`config.mk`:
```
export PLATFORM = sky130hd
export DESIGN_NAME = rf_port_scheduler_flat
export DESIGN_NICKNAME = d
export VERILOG_FILES = /design/src/rtl/rf_port_scheduler_if.sv /design/src/rtl/rf_port_scheduler.sv /design/src/flat_wrapper.sv
export SDC_FILE = /design/constraint.sdc
export NUM_CORES = 1
export LEC_CHECK = 0
export ABC_AREA = 1
export CAP_MARGIN = 20
export CELL_PAD_IN_SITES_DETAIL_PLACEMENT = 2
export CELL_PAD_IN_SITES_GLOBAL_PLACEMENT = 2
export CORE_ASPECT_RATIO = 1.75
export CORE_MARGIN = 3
export CORE_UTILIZATION = 37
export DETAILED_ROUTE_END_ITERATION = 10
export PLACE_DENSITY = 0.94
export SYNTH_ARGS = -nofsm -noshare
export SYNTH_HDL_FRONTEND = slang
export SYNTH_SLANG_ARGS = --single-unit
```
`constraint.sdc`:
```
create_clock -name clk -period 2.5 [get_ports clk]
set_clock_uncertainty 0.15 [all_clocks]
set_input_delay 0.5 -clock clk [delete_from_list [all_inputs] [get_ports clk]]
set_output_delay 0.5 -clock clk [all_outputs]
set_load 0.05 [all_outputs]
```
`src/rtl/rf_port_scheduler_if.sv`:
```
// Requester-side handshake bundle for one port of rf_port_scheduler.
// The requester drives req/we/sel/wdata. The scheduler answers with gnt/rvalid/rdata.
interface rf_port_if #(
  parameter int DW = 8
);
  logic          req;
  logic          we;
  logic [1:0]    sel;
  logic [DW-1:0] wdata;
  logic          gnt;
  logic          rvalid;
  logic [DW-1:0] rdata;

  modport master (output req, we, sel, wdata, input  gnt, rvalid, rdata);
  modport slave  (input  req, we, sel, wdata, output gnt, rvalid, rdata);
endinterface

```
`src/rtl/rf_port_scheduler.sv`:
```
// Round-robin scheduler sharing a 16 x DW register file between the Rd (bank 3) and Rp (bank 2) requesters.
// Optional conflict statistics (conflict_cnt, stats_clr) exist only when RF_SCHED_STATS_EN is defined.
module rf_port_scheduler #(
  parameter int            DW      = 8,
  parameter logic [DW-1:0] RST_VAL = '0
) (
  input  logic        clk,
  input  logic        rst_n,
  rf_port_if.slave    rd_port,
  rf_port_if.slave    rp_port,
`ifdef RF_SCHED_STATS_EN
  input  logic        stats_clr,
  output logic [7:0]  conflict_cnt,
`endif
  output logic        busy
);

  typedef enum logic [1:0] {S_WAKE, S_IDLE, S_ACCESS} state_t;
  localparam logic PTR_RD = 1'b0;
  localparam logic PTR_RP = 1'b1;

  state_t        state_q, state_d;
  logic          rr_ptr_q, rr_ptr_d;
  logic          rd_rvalid_q, rd_rvalid_d;
  logic          rp_rvalid_q, rp_rvalid_d;
  logic [DW-1:0] rd_rdata_q, rd_rdata_d;
  logic [DW-1:0] rp_rdata_q, rp_rdata_d;
  logic [DW-1:0] mem_q [16];

  logic          any_req;
  logic          grant_en;
  logic          gnt_rd, gnt_rp;
  logic          acc_wr;
  logic [3:0]    acc_addr;
  logic [DW-1:0] acc_wdata;
  logic [DW-1:0] mem_rd_val;

  assign any_req = rd_port.req | rp_port.req;

  // State register. S_WAKE is the state out of reset and blocks grants for one cycle.
  always_ff @(posedge clk or negedge rst_n) begin
    if (!rst_n) state_q <= S_WAKE;
    else        state_q <= state_d;
  end

  always_comb begin
    state_d = state_q;
    case (state_q)
      S_WAKE:   state_d = any_req ? S_ACCESS : S_IDLE;
      S_IDLE:   state_d = any_req ? S_ACCESS : S_IDLE;
      S_ACCESS: state_d = any_req ? S_ACCESS : S_IDLE;
      default:  state_d = S_IDLE;
    endcase
  end

  always_comb begin
    grant_en = (state_q != S_WAKE);
    gnt_rd   = grant_en & rd_port.req & (~rp_port.req | (rr_ptr_q == PTR_RD));
    gnt_rp   = grant_en & rp_port.req & (~rd_port.req | (rr_ptr_q == PTR_RP));
  end

  // Access mux: at most one of gnt_rd/gnt_rp is set, so the winner owns the file this cycle.
  always_comb begin
    acc_wr    = 1'b0;
    acc_addr  = 4'd0;
    acc_wdata = '0;
    rr_ptr_d  = rr_ptr_q;
    if (gnt_rd) begin
      acc_wr    = rd_port.we;
      acc_addr  = {2'b11, rd_port.sel};
      acc_wdata = rd_port.wdata;
      rr_ptr_d  = PTR_RP;
    end else if (gnt_rp) begin
      acc_wr    = rp_port.we;
      acc_addr  = {2'b10, rp_port.sel};
      acc_wdata = rp_port.wdata;
      rr_ptr_d  = PTR_RD;
    end
  end

  assign mem_rd_val = mem_q[acc_addr];

  always_comb begin
    rd_rvalid_d = gnt_rd & ~rd_port.we;
    rp_rvalid_d = gnt_rp & ~rp_port.we;
    rd_rdata_d  = rd_rvalid_d ? mem_rd_val : rd_rdata_q;
    rp_rdata_d  = rp_rvalid_d ? mem_rd_val : rp_rdata_q;
  end

  always_ff @(posedge clk or negedge rst_n) begin
    if (!rst_n) begin
      rr_ptr_q    <= PTR_RD;
      rd_rvalid_q <= 1'b0;
      rp_rvalid_q <= 1'b0;
      rd_rdata_q  <= '0;
      rp_rdata_q  <= '0;
    end else begin
      rr_ptr_q    <= rr_ptr_d;
      rd_rvalid_q <= rd_rvalid_d;
      rp_rvalid_q <= rp_rvalid_d;
      rd_rdata_q  <= rd_rdata_d;
      rp_rdata_q  <= rp_rdata_d;
    end
  end

  // The file must return to RST_VAL on reset, so it is built from flops, not block RAM.
  generate
    for (genvar gi = 0; gi < 16; gi++) begin : g_mem
      logic [DW-1:0] mem_d;
      always_comb begin
        mem_d = mem_q[gi];
        if (acc_wr && (acc_addr == 4'(gi))) mem_d = acc_wdata;
      end
      always_ff @(posedge clk or negedge rst_n) begin
        if (!rst_n) mem_q[gi] <= RST_VAL;
        else        mem_q[gi] <= mem_d;
      end
    end
  endgenerate

`ifdef RF_SCHED_STATS_EN
  logic [7:0] conflict_cnt_q, conflict_cnt_d;

  always_comb begin
    conflict_cnt_d = conflict_cnt_q;
    if (stats_clr)
      conflict_cnt_d = 8'd0;
    else if (rd_port.req && rp_port.req && (conflict_cnt_q != 8'hFF))
      conflict_cnt_d = conflict_cnt_q + 8'd1;
  end

  always_ff @(posedge clk or negedge rst_n) begin
    if (!rst_n) conflict_cnt_q <= 8'd0;
    else        conflict_cnt_q <= conflict_cnt_d;
  end

  assign conflict_cnt = conflict_cnt_q;
`endif

  assign rd_port.gnt    = gnt_rd;
  assign rp_port.gnt    = gnt_rp;
  assign rd_port.rvalid = rd_rvalid_q;
  assign rp_port.rvalid = rp_rvalid_q;
  assign rd_port.rdata  = rd_rdata_q;
  assign rp_port.rdata  = rp_rdata_q;
  assign busy           = any_req | rd_rvalid_q | rp_rvalid_q;

endmodule

```
`src/flat_wrapper.sv`:
```
// flat-port wrapper written by rule: the top's interface ports become plain ports
module rf_port_scheduler_flat 
#(
  parameter int            DW      = 8,
  parameter logic [DW-1:0] RST_VAL = '0
)
  (clk, rst_n, busy, rd_port_req, rd_port_we, rd_port_sel, rd_port_wdata, rd_port_gnt, rd_port_rvalid, rd_port_rdata, rp_port_req, rp_port_we, rp_port_sel, rp_port_wdata, rp_port_gnt, rp_port_rvalid, rp_port_rdata);
  rf_port_if #(.DW(DW)) rd_port_i ();
  rf_port_if #(.DW(DW)) rp_port_i ();
  input  logic clk;
  input  logic rst_n;
  output logic busy;
  input wire logic [$bits(rd_port_i.req)-1:0] rd_port_req;
  input wire logic [$bits(rd_port_i.we)-1:0] rd_port_we;
  input wire logic [$bits(rd_port_i.sel)-1:0] rd_port_sel;
  input wire logic [$bits(rd_port_i.wdata)-1:0] rd_port_wdata;
  output wire logic [$bits(rd_port_i.gnt)-1:0] rd_port_gnt;
  output wire logic [$bits(rd_port_i.rvalid)-1:0] rd_port_rvalid;
  output wire logic [$bits(rd_port_i.rdata)-1:0] rd_port_rdata;
  input wire logic [$bits(rp_port_i.req)-1:0] rp_port_req;
  input wire logic [$bits(rp_port_i.we)-1:0] rp_port_we;
  input wire logic [$bits(rp_port_i.sel)-1:0] rp_port_sel;
  input wire logic [$bits(rp_port_i.wdata)-1:0] rp_port_wdata;
  output wire logic [$bits(rp_port_i.gnt)-1:0] rp_port_gnt;
  output wire logic [$bits(rp_port_i.rvalid)-1:0] rp_port_rvalid;
  output wire logic [$bits(rp_port_i.rdata)-1:0] rp_port_rdata;
  assign rd_port_i.req = rd_port_req;
  assign rd_port_i.we = rd_port_we;
  assign rd_port_i.sel = rd_port_sel;
  assign rd_port_i.wdata = rd_port_wdata;
  assign rd_port_gnt = rd_port_i.gnt;
  assign rd_port_rvalid = rd_port_i.rvalid;
  assign rd_port_rdata = rd_port_i.rdata;
  assign rp_port_i.req = rp_port_req;
  assign rp_port_i.we = rp_port_we;
  assign rp_port_i.sel = rp_port_sel;
  assign rp_port_i.wdata = rp_port_wdata;
  assign rp_port_gnt = rp_port_i.gnt;
  assign rp_port_rvalid = rp_port_i.rvalid;
  assign rp_port_rdata = rp_port_i.rdata;
  rf_port_scheduler #(.DW(DW), .RST_VAL(RST_VAL)) u_core (.clk(clk), .rst_n(rst_n), .rd_port(rd_port_i), .rp_port(rp_port_i), .busy(busy));
endmodule
```
After elaboration in Yosys (flattened, before gate mapping)
Index checks and enable logic that the tools add are counted.
W data, S select, Z words.
{ "word_totals": {"output_inout_bits": 21, "in_bits": 26, "word_cells": 91, "regBits": 149} }
{ "op_classes": {"magnitude_cmp": 1, "n_reduce_logical": 21, "bitwise_logic": 17, "muxes": 13, "eq_ne": 17} }
{ "ops": {"columns": ["operator", "n"], "rows": [
  ["$bmux W8 S4", 1],
  ["$eq A4 B4 Y1 const B", 8],
  ["$mux W8", 4],
  ["$eq A4 B3 Y1 const B", 4],
  ["$logic_and A1 B1 Y1", 16],
  ["$eq A4 B2 Y1 const B", 2],
  ["$mux W4", 2],
  ["$and A1 B1 Y1", 6],
  ["$ge A5 B5 Y1 const B", 1],
  ["$not A1 Y1", 5],
  ["$not A4 Y5", 1],
  ["$or A1 B1 Y1", 5],
  ["$eq A4 B1 Y1 const B", 1],
  ["$logic_not A4 Y1", 1],
  ["$mux W1", 4],
  ["$mux W2", 2],
  ["$reduce_bool A2 Y1", 2],
  ["$reduce_or A3 Y1", 1],
  ["$eq A2 B1 Y1 const B", 1],
  ["$eq A2 B2 Y1 const B", 1],
  ["$logic_not A2 Y1", 1]
]} }

Logic depth before layout (Yosys ltp)
Gate-level depths: netlist (run 1).
{ "logic_depth": {"ltp_word": 9, "depth_mapped": 14, "mapped_depth_nobuf": 13} }

Worst setup path before layout (run 1)
OpenSTA, ideal clock, no wires.
{ "synth_timing": {"kind": "in2out", "start": "input port rp_port_req", "end": "output port rd_port_gnt", "path_stages": 5, "arrival_ps": 1255, "n_path_buf": 2, "path_slack_ps": 595, "t_required_ps": 1850, "cell_sequence": "nand2_1 > nand2_1 > nor2_1 > buf_4 > buf_2"} }
{ "synth_between": {"elab_chain_len": 3} }
{ "synth_lines": {"columns": ["item", "line_no", "source"], "rows": [
  ["start: declaration", "flat_wrapper.sv:20", "input wire logic [$bits(rp_port_i.req)-1:0] rp_port_req;"],
  ["$not A1 Y1", "rf_port_scheduler.sv:58", "gnt_rd = grant_en & rd_port.req & (~rp_port.req | (rr_ptr_q == PTR_RD));"],
  ["$or A1 B1 Y1", "rf_port_scheduler.sv:58", null],
  ["$and A1 B1 Y1", "rf_port_scheduler.sv:58", null],
  ["end: declaration", "flat_wrapper.sv:17", "output wire logic [$bits(rd_port_i.gnt)-1:0] rd_port_gnt;"]
]} }
No other way between the ends.

Final worst setup path (run 1)
{ "layout_timing": {"start": "input port rd_port_req", "end": "output port rp_port_gnt"} }
{ "layout_between": {"elab_chain_len": 3} }
{ "layout_lines": {"columns": ["item", "line_no", "source"], "rows": [
  ["start: declaration", "flat_wrapper.sv:13", "input wire logic [$bits(rd_port_i.req)-1:0] rd_port_req;"],
  ["$not A1 Y1", "rf_port_scheduler.sv:59", "gnt_rp = grant_en & rp_port.req & (~rd_port.req | (rr_ptr_q == PTR_RP));"],
  ["$or A1 B1 Y1", "rf_port_scheduler.sv:59", null],
  ["$and A1 B1 Y1", "rf_port_scheduler.sv:59", null],
  ["end: declaration", "flat_wrapper.sv:24", "output wire logic [$bits(rp_port_i.gnt)-1:0] rp_port_gnt;"]
]} }
No other way between the ends.

==> flow_metrics.env, run 1 <==
export IMPL_relSlewSlack_pct=58.3
export IMPL_postLayoutCellArea_mm2=0.00689
export IMPL_grt_pass1_vias=6023
export IMPL_cap_viol_max_count=0
export IMPL_postPlaceCellArea_mm2=0.00629
export IMPL_layout_commonest_cell="nand2_1"
export IMPL_final_nets=739
export IMPL_finalCritPeriodShare_pct=97.3
export IMPL_run_status="complete, no violations"
export IMPL_die_x_um=97.4
export IMPL_syn_inst=668
export IMPL_syn_area_mm2=0.00541
export IMPL_seqPwrFrac_pct=36.5
export IMPL_port_buffers=46
export IMPL_critPathKind="input port to output port"
export IMPL_final_instance_count_excl_fill=903
export IMPL_crit_required_ps=1850
export IMPL_setup_viol=0
export IMPL_power_switching_mw=2.78
export IMPL_dp_hpwl_mm=14.6
export IMPL_diodes=0
export IMPL_cts_buffer_depth=2
export IMPL_wl_per_cell_um=27.0
export IMPL_yosys_warnings=0
export IMPL_power_leakage_nw=3.50
export IMPL_cp_end_kind="output port"
export IMPL_rsz0062_at_grt="no"
export IMPL_die_y_um=166
export IMPL_die_area_mm2=0.0162
export IMPL_slew_violations=0
export IMPL_placed_cells_incl_taps=869
export IMPL_p_comb_share_pct=29.5
export IMPL_netSwitchingFraction_pct=37.8
export IMPL_startpoint_type="input port"
export IMPL_first_pass_iters=7
export IMPL_cts_tree="built"
export IMPL_grt_max_degree=53
export IMPL_power_density_mw_per_mm2=1070
export IMPL_drive_gt1_share_pct=14.5
export IMPL_max_freq_mhz=411
export IMPL_critPathArrivalTime_ps=1780
export IMPL_grt_pass1_wl_mm=37.5
export IMPL_synthToLayoutAreaGrowth_pct=27.4
export IMPL_hold_class="flip-flop to flip-flop"
export IMPL_tightest_slew_ps=625
export IMPL_r2r_cells=13
export IMPL_cts_clk_slew_worst_paths_ps=60
export IMPL_h_tree_depth=4
export IMPL_layout_common_cells="309 x nand2_1, 117 x dfrtp_1, 56 x nand3_1, 49 x o21ai_1, 41 x clkdlybuf4s50_1"
export IMPL_wl_mm=24.4
export IMPL_drt_iter0_drc=379
export IMPL_rows=57
export IMPL_io_pins=47
export IMPL_clockPowerShare_pct=34.0
export IMPL_ys_seq_elements=117
export IMPL_synth_cell_types=24
export IMPL_viasPerCell=5.60
export IMPL_grt_overflow_total=0
export IMPL_cp_max_fo=4
export IMPL_routabilityCongestion=0.802
export IMPL_synth_net_count=694
export IMPL_hold_depth=0
export IMPL_avgSynthCellArea_um2=8.10
export IMPL_drc=0
export IMPL_vias=5060
export IMPL_cts_sinks=117
export IMPL_vdd_drop_max_v=0.000615
export IMPL_clk_latency_ps=430
export IMPL_power_internal_mw=4.58
export IMPL_clock_root_buffer="clkbuf_16"
export IMPL_fp_coreArea_mm2=0.0141
export IMPL_ys_seq_area_share_pct=54.1
export IMPL_cts_inserted_buffers=17
export IMPL_antenna_left=0
export IMPL_finalHoldViolCount=0
export IMPL_fin_crit_ps=2430
export IMPL_antenna_found_initial=0
export IMPL_grt_use_total_pct=31.0
export IMPL_initial_core_util_pct=38.3
[metrics by stage]
stage	hold WS [ps]	total power, mW	setup TNS, ps	worst slack, ps	utilization (%)
2_1_floorplan	54.4	3.80	0	595	-
3_3_place_gp	215	4.45	-45.3	-19.0	44.6
3_5_place_dp	218	4.69	-9070	-305	44.6
4_1_cts	232	7.35	0	2.92	48.7
5_1_grt	245	7.66	0	34.4	48.8
6_report	233	7.36	0	67.1	48.8
[synth_stat cells]
cell type  instances  area, um2
nand2_2            9       56.3
buf_1              1       3.75
o21ai_0           16       80.1
nor2_2             2       12.5
inv_4              2       12.5
nand2_1          310       1160
a21oi_1            1       5.00
nand4_4            1       21.3
buf_4              7       52.6
buf_6              5       56.3
dfrtp_1          117       2930
a21oi_2            1       8.76
nor2_1             6       22.5
inv_2              3       11.3
nand2_4            3       33.8
inv_1             16       60.1
a22o_1             8       70.1
clkbuf_1          33        124
nand2_8            1       20.0
nand3_1           56        280
o21ai_1           49        245
nand3_4            1       17.5
nor2_4             4       45.0
buf_2             16       80.1
[what timing repair did]
action | 4_1_cts | 5_1_grt
setup endpoints to repair | 0 | 13
hold buffers | 1 | 0
resized for setup | 0 | 4
endpoints found under the hold margin | 39 | 0
setup buffers | 0 | 1
[power by group through the flow]
stage / Combinational, mW / Sequential [mW] / Clock, mW
2_1_floorplan: 0.968 / 2.83 / 0
3_3_place_gp: 1.85 / 2.60 / 0
3_5_place_dp: 2.02 / 2.67 / 0
4_1_cts: 2.17 / 2.67 / 2.51
5_1_grt: 2.33 / 2.72 / 2.61
6_report: 2.17 / 2.68 / 2.50
[metal layers]
metal  up-vias  GRT usage (%)  wire [um]
li1       2187              -          -
met1      2591           34.1       9140
met2       193           54.9      12900
met3        89           5.80        783
met4         0           18.4       1510
met5         -              0          0
[kinds of logic after synthesis]
| kind of cell | after synthesis | share of synthesized area [%] |
|---|---|---|
| and+or+nand+nor | 393 | 30.9 |
| AOI/OAI and AO/OA | 75 | 7.56 |
| buffers and inverters | 83 | 7.40 |
| DFF | 117 | 54.1 |
[critical path: stages]
cell and delay (ps):
clkdlybuf4s50_1 560, nand2_2 130, nand2_4 110, inv_4 40, buf_4 140, buf_4 150
buf_12 140
[flip-flops by register name, indices dropped and copies added, names as in the netlist]
signal and flops:
u_core.mem_q 96, u_core.rd_port.rdata 8, u_core.rd_port.rvalid 1, u_core.rp_port.rdata 8, u_core.rp_port.rvalid 1, u_core.rr_ptr_q 1, u_core.state_q 2
[layout make-up]
type	instances	area, um2
clock buffers	20	447
clock inverters	12	129
fillers	1513	7230
inverters	21	83.8
multi-input cells	468	2090
flip-flops and latches	117	2930
well taps	177	221
repair buffers	88	996
[final timing paths]
path	startpoint	endpoint	slack, ps
worst max-delay path	rd_port_req	rp_port_gnt	70
worst min-delay path	u_core.mem_q[96]	u_core.mem_q[96]	230
worst max register to register	u_core.state_q[0]	u_core.rp_port.rdata[3]	180
worst min register to register	u_core.mem_q[96]	u_core.mem_q[96]	230
max in group asynchronous	rst_n	u_core.mem_q[119]	980
min in group asynchronous	rst_n	u_core.mem_q[100]	480
(Power assumes the default switching activity.)
==> run 2: changes to the inputs <==
--- a/config.mk
+++ b/config.mk
@@ -6,7 +6,6 @@
 export NUM_CORES = 1
 export LEC_CHECK = 0
 export ABC_AREA = 1
-export CAP_MARGIN = 20
 export CELL_PAD_IN_SITES_DETAIL_PLACEMENT = 2
 export CELL_PAD_IN_SITES_GLOBAL_PLACEMENT = 2
 export CORE_ASPECT_RATIO = 1.75
==> results of run 2 <==
Same layout as run 1: the final DEF is identical, and so are final timing and power.
==> run 3: changes to the inputs <==
--- a/config.mk
+++ b/config.mk
@@ -8,7 +8,6 @@
 export ABC_AREA = 1
 export CELL_PAD_IN_SITES_DETAIL_PLACEMENT = 2
 export CELL_PAD_IN_SITES_GLOBAL_PLACEMENT = 2
-export CORE_ASPECT_RATIO = 1.75
 export CORE_MARGIN = 3
 export CORE_UTILIZATION = 37
 export DETAILED_ROUTE_END_ITERATION = 10
==> run 3 against run 2 <==
Net effect: non-clock buffer count increased by 12; flip-flop and latch count is the same; sequential power up 2%; clock power rose by 4%; first-iteration DRC count increased by 4.2%; routed wire length up 7.8%; register-to-register slack lost 50 ps; die area shrank 0.36%; cell count increased by 1.7%; total power increased by 3.8%.
==> flow_metrics.env, run 3 (synthesis gave the netlist of run 1 again) <==
export IMPL_postLayoutCellArea_mm2=0.00702
export IMPL_dp_hpwl_mm=14.5
export IMPL_drc=0
export IMPL_cts_inserted_buffers=17
export IMPL_startpoint_type="input port"
export IMPL_port_buffers=46
export IMPL_die_x_um=127
export IMPL_vias=5244
export IMPL_finalCritPeriodShare_pct=98.8
export IMPL_r2r_slack_ps=130
export IMPL_rows=43
export IMPL_dp_slack_ps=-365
export IMPL_synthToLayoutAreaGrowth_pct=29.8
export IMPL_h_tree_depth=4
export IMPL_timing_critical_path_mode_cell="nand2_1"
export IMPL_grt_use_total_pct=34.1
export IMPL_clock_root_buffer="clkbuf_16"
export IMPL_tightest_slew_ps=643
export IMPL_power_leakage_nw=3.59
export IMPL_relSlewSlack_pct=57.0
export IMPL_critPathArrivalTime_ps=2650
export IMPL_crit_required_ps=2680
export IMPL_fp_coreArea_mm2=0.0141
export IMPL_largest_register="u_core.mem_q"
export IMPL_fin_crit_ps=2470
export IMPL_fin_ws_ps=29.2
export IMPL_regToRegStartpoint="u_core.state_q[0]"
export IMPL_final_nets=751
export IMPL_max_freq_mhz=405
export IMPL_antenna_found_initial=0
export IMPL_antenna_left=0
export IMPL_layout_common_cells="308 x nand2_1, 117 x dfrtp_1, 52 x nand3_1, 50 x o21ai_1, 41 x clkdlybuf4s50_1"
export IMPL_clk_latency_ps=440
export IMPL_postPlaceCellArea_mm2=0.00637
export IMPL_grt_max_degree=67
export IMPL_viasPerCell=5.71
export IMPL_cts_buffer_depth=2
export IMPL_io_pins=47
export IMPL_cp_startpoint="rp_port_req"
export IMPL_slowest_stage="clkdlybuf4s50_1"
export IMPL_cts_sinks=117
export IMPL_cp_max_fo=17
export IMPL_grt_pass1_wl_mm=40.4
export IMPL_drive_gt1_share_pct=16.7
export IMPL_cpPeakStageDelay_ps=540
export IMPL_hold_class="flip-flop to flip-flop"
export IMPL_critPathKind="input port to flip-flop"
export IMPL_power_density_mw_per_mm2=1090
export IMPL_crit_end="u_core.rd_port.rdata[3]"
export IMPL_slew_violations=0
export IMPL_initial_core_util_pct=38.4
export IMPL_vdd_drop_max_v=0.000479
export IMPL_routabilityCongestion=0.808
export IMPL_drt_iter0_drc=395
export IMPL_final_instance_count_excl_fill=918
export IMPL_tns_ps=0
export IMPL_setup_viol=0
export IMPL_wl_mm=26.3
export IMPL_placed_cells_incl_taps=885
export IMPL_cp_cell_sequence="clkdlybuf4s50_1, inv_2, nor2_4, nand3_4, buf_12, buf_12, nand3_1, nand2_1, nand2_1, nand2_1, nand2_1, nand3_2, nand2_2, nand2_1"
export IMPL_cp_end_kind="flip-flop"
export IMPL_r2r_cells=10
export IMPL_grt_overflow_total=0
export IMPL_cap_viol_max_count=0
export IMPL_first_pass_iters=5
export IMPL_cts_clk_slew_worst_paths_ps=70
export IMPL_layout_commonest_cell="nand2_1"
export IMPL_largest_reg_flops=96
export IMPL_die_area_mm2=0.0161
export IMPL_wl_per_cell_um=28.6
export IMPL_cts_tree="built"
export IMPL_grt_pass1_vias=6143
export IMPL_finalHoldViolCount=0
export IMPL_run_status="complete, no violations"
export IMPL_r2r_end="u_core.rp_port.rdata[5]"
export IMPL_nFillCells=1469
export IMPL_diodes=0
export IMPL_die_y_um=127
## run 3: metal layers
layer	routed length [um]	GRT usage, %	vias to the layer above
met3	1200	6.36	100
met4	1430	18.3	0
met5	0	0	-
met1	10000	38.0	2690
met2	13600	61.2	235
li1	-	-	2219
## run 3: worst min-delay path by stage
stage / to / cells past startpoint / start
floorplan: u_core.mem_q[0] / 0 / rst_n
global placement: u_core.mem_q[115] / 0 / u_core.mem_q[115]
detailed placement: u_core.mem_q[113] / 0 / u_core.mem_q[113]
CTS: u_core.mem_q[113] / 0 / u_core.mem_q[113]
global route: u_core.mem_q[113] / 0 / u_core.mem_q[113]
finish: u_core.mem_q[116] / 0 / u_core.mem_q[116]
## run 3: metrics by stage
step                utilization (%)  power (mW)  hold WS, ps
floorplan                         -        3.80         54.4
global placement               45.2        4.47          215
detailed placement             45.2        4.72          218
CTS                            49.5        7.52          232
global route                   49.8        7.91          244
finish                         49.8        7.63          230
## run 3: power breakdown
| group | internal (mW) | total (mW) | switching [mW] |
|---|---|---|---|
| Clock | 1.50 | 2.60 | 1.10 |
| Combinational | 0.750 | 2.30 | 1.55 |
| Sequential | 2.35 | 2.73 | 0.387 |
| Total | 4.59 | 7.63 | 3.04 |
## run 3: timing repair
action	in CTS	in global routing
endpoints found under the hold margin	21	0
resized for setup	1	12
buffers inserted	0	0
hold buffers	1	0
pin swaps	0	1
endpoints found under the setup margin	2	32
## run 3: final cells by class
cell class	instances	area (um2)	share of cell area (%)
repair buffers	100	1070	15.2
flip-flops and latches	117	2930	41.7
well taps	180	225	3.21
clock buffers	17	425	6.06
inverters	21	86.3	1.23
multi-input cells	468	2110	30.1
clock inverters	15	173	2.46
## run 3: critical path: cells and delay by family
kind	cells	cell delay, ps
buf+inv	4	970
simple gates	10	1170
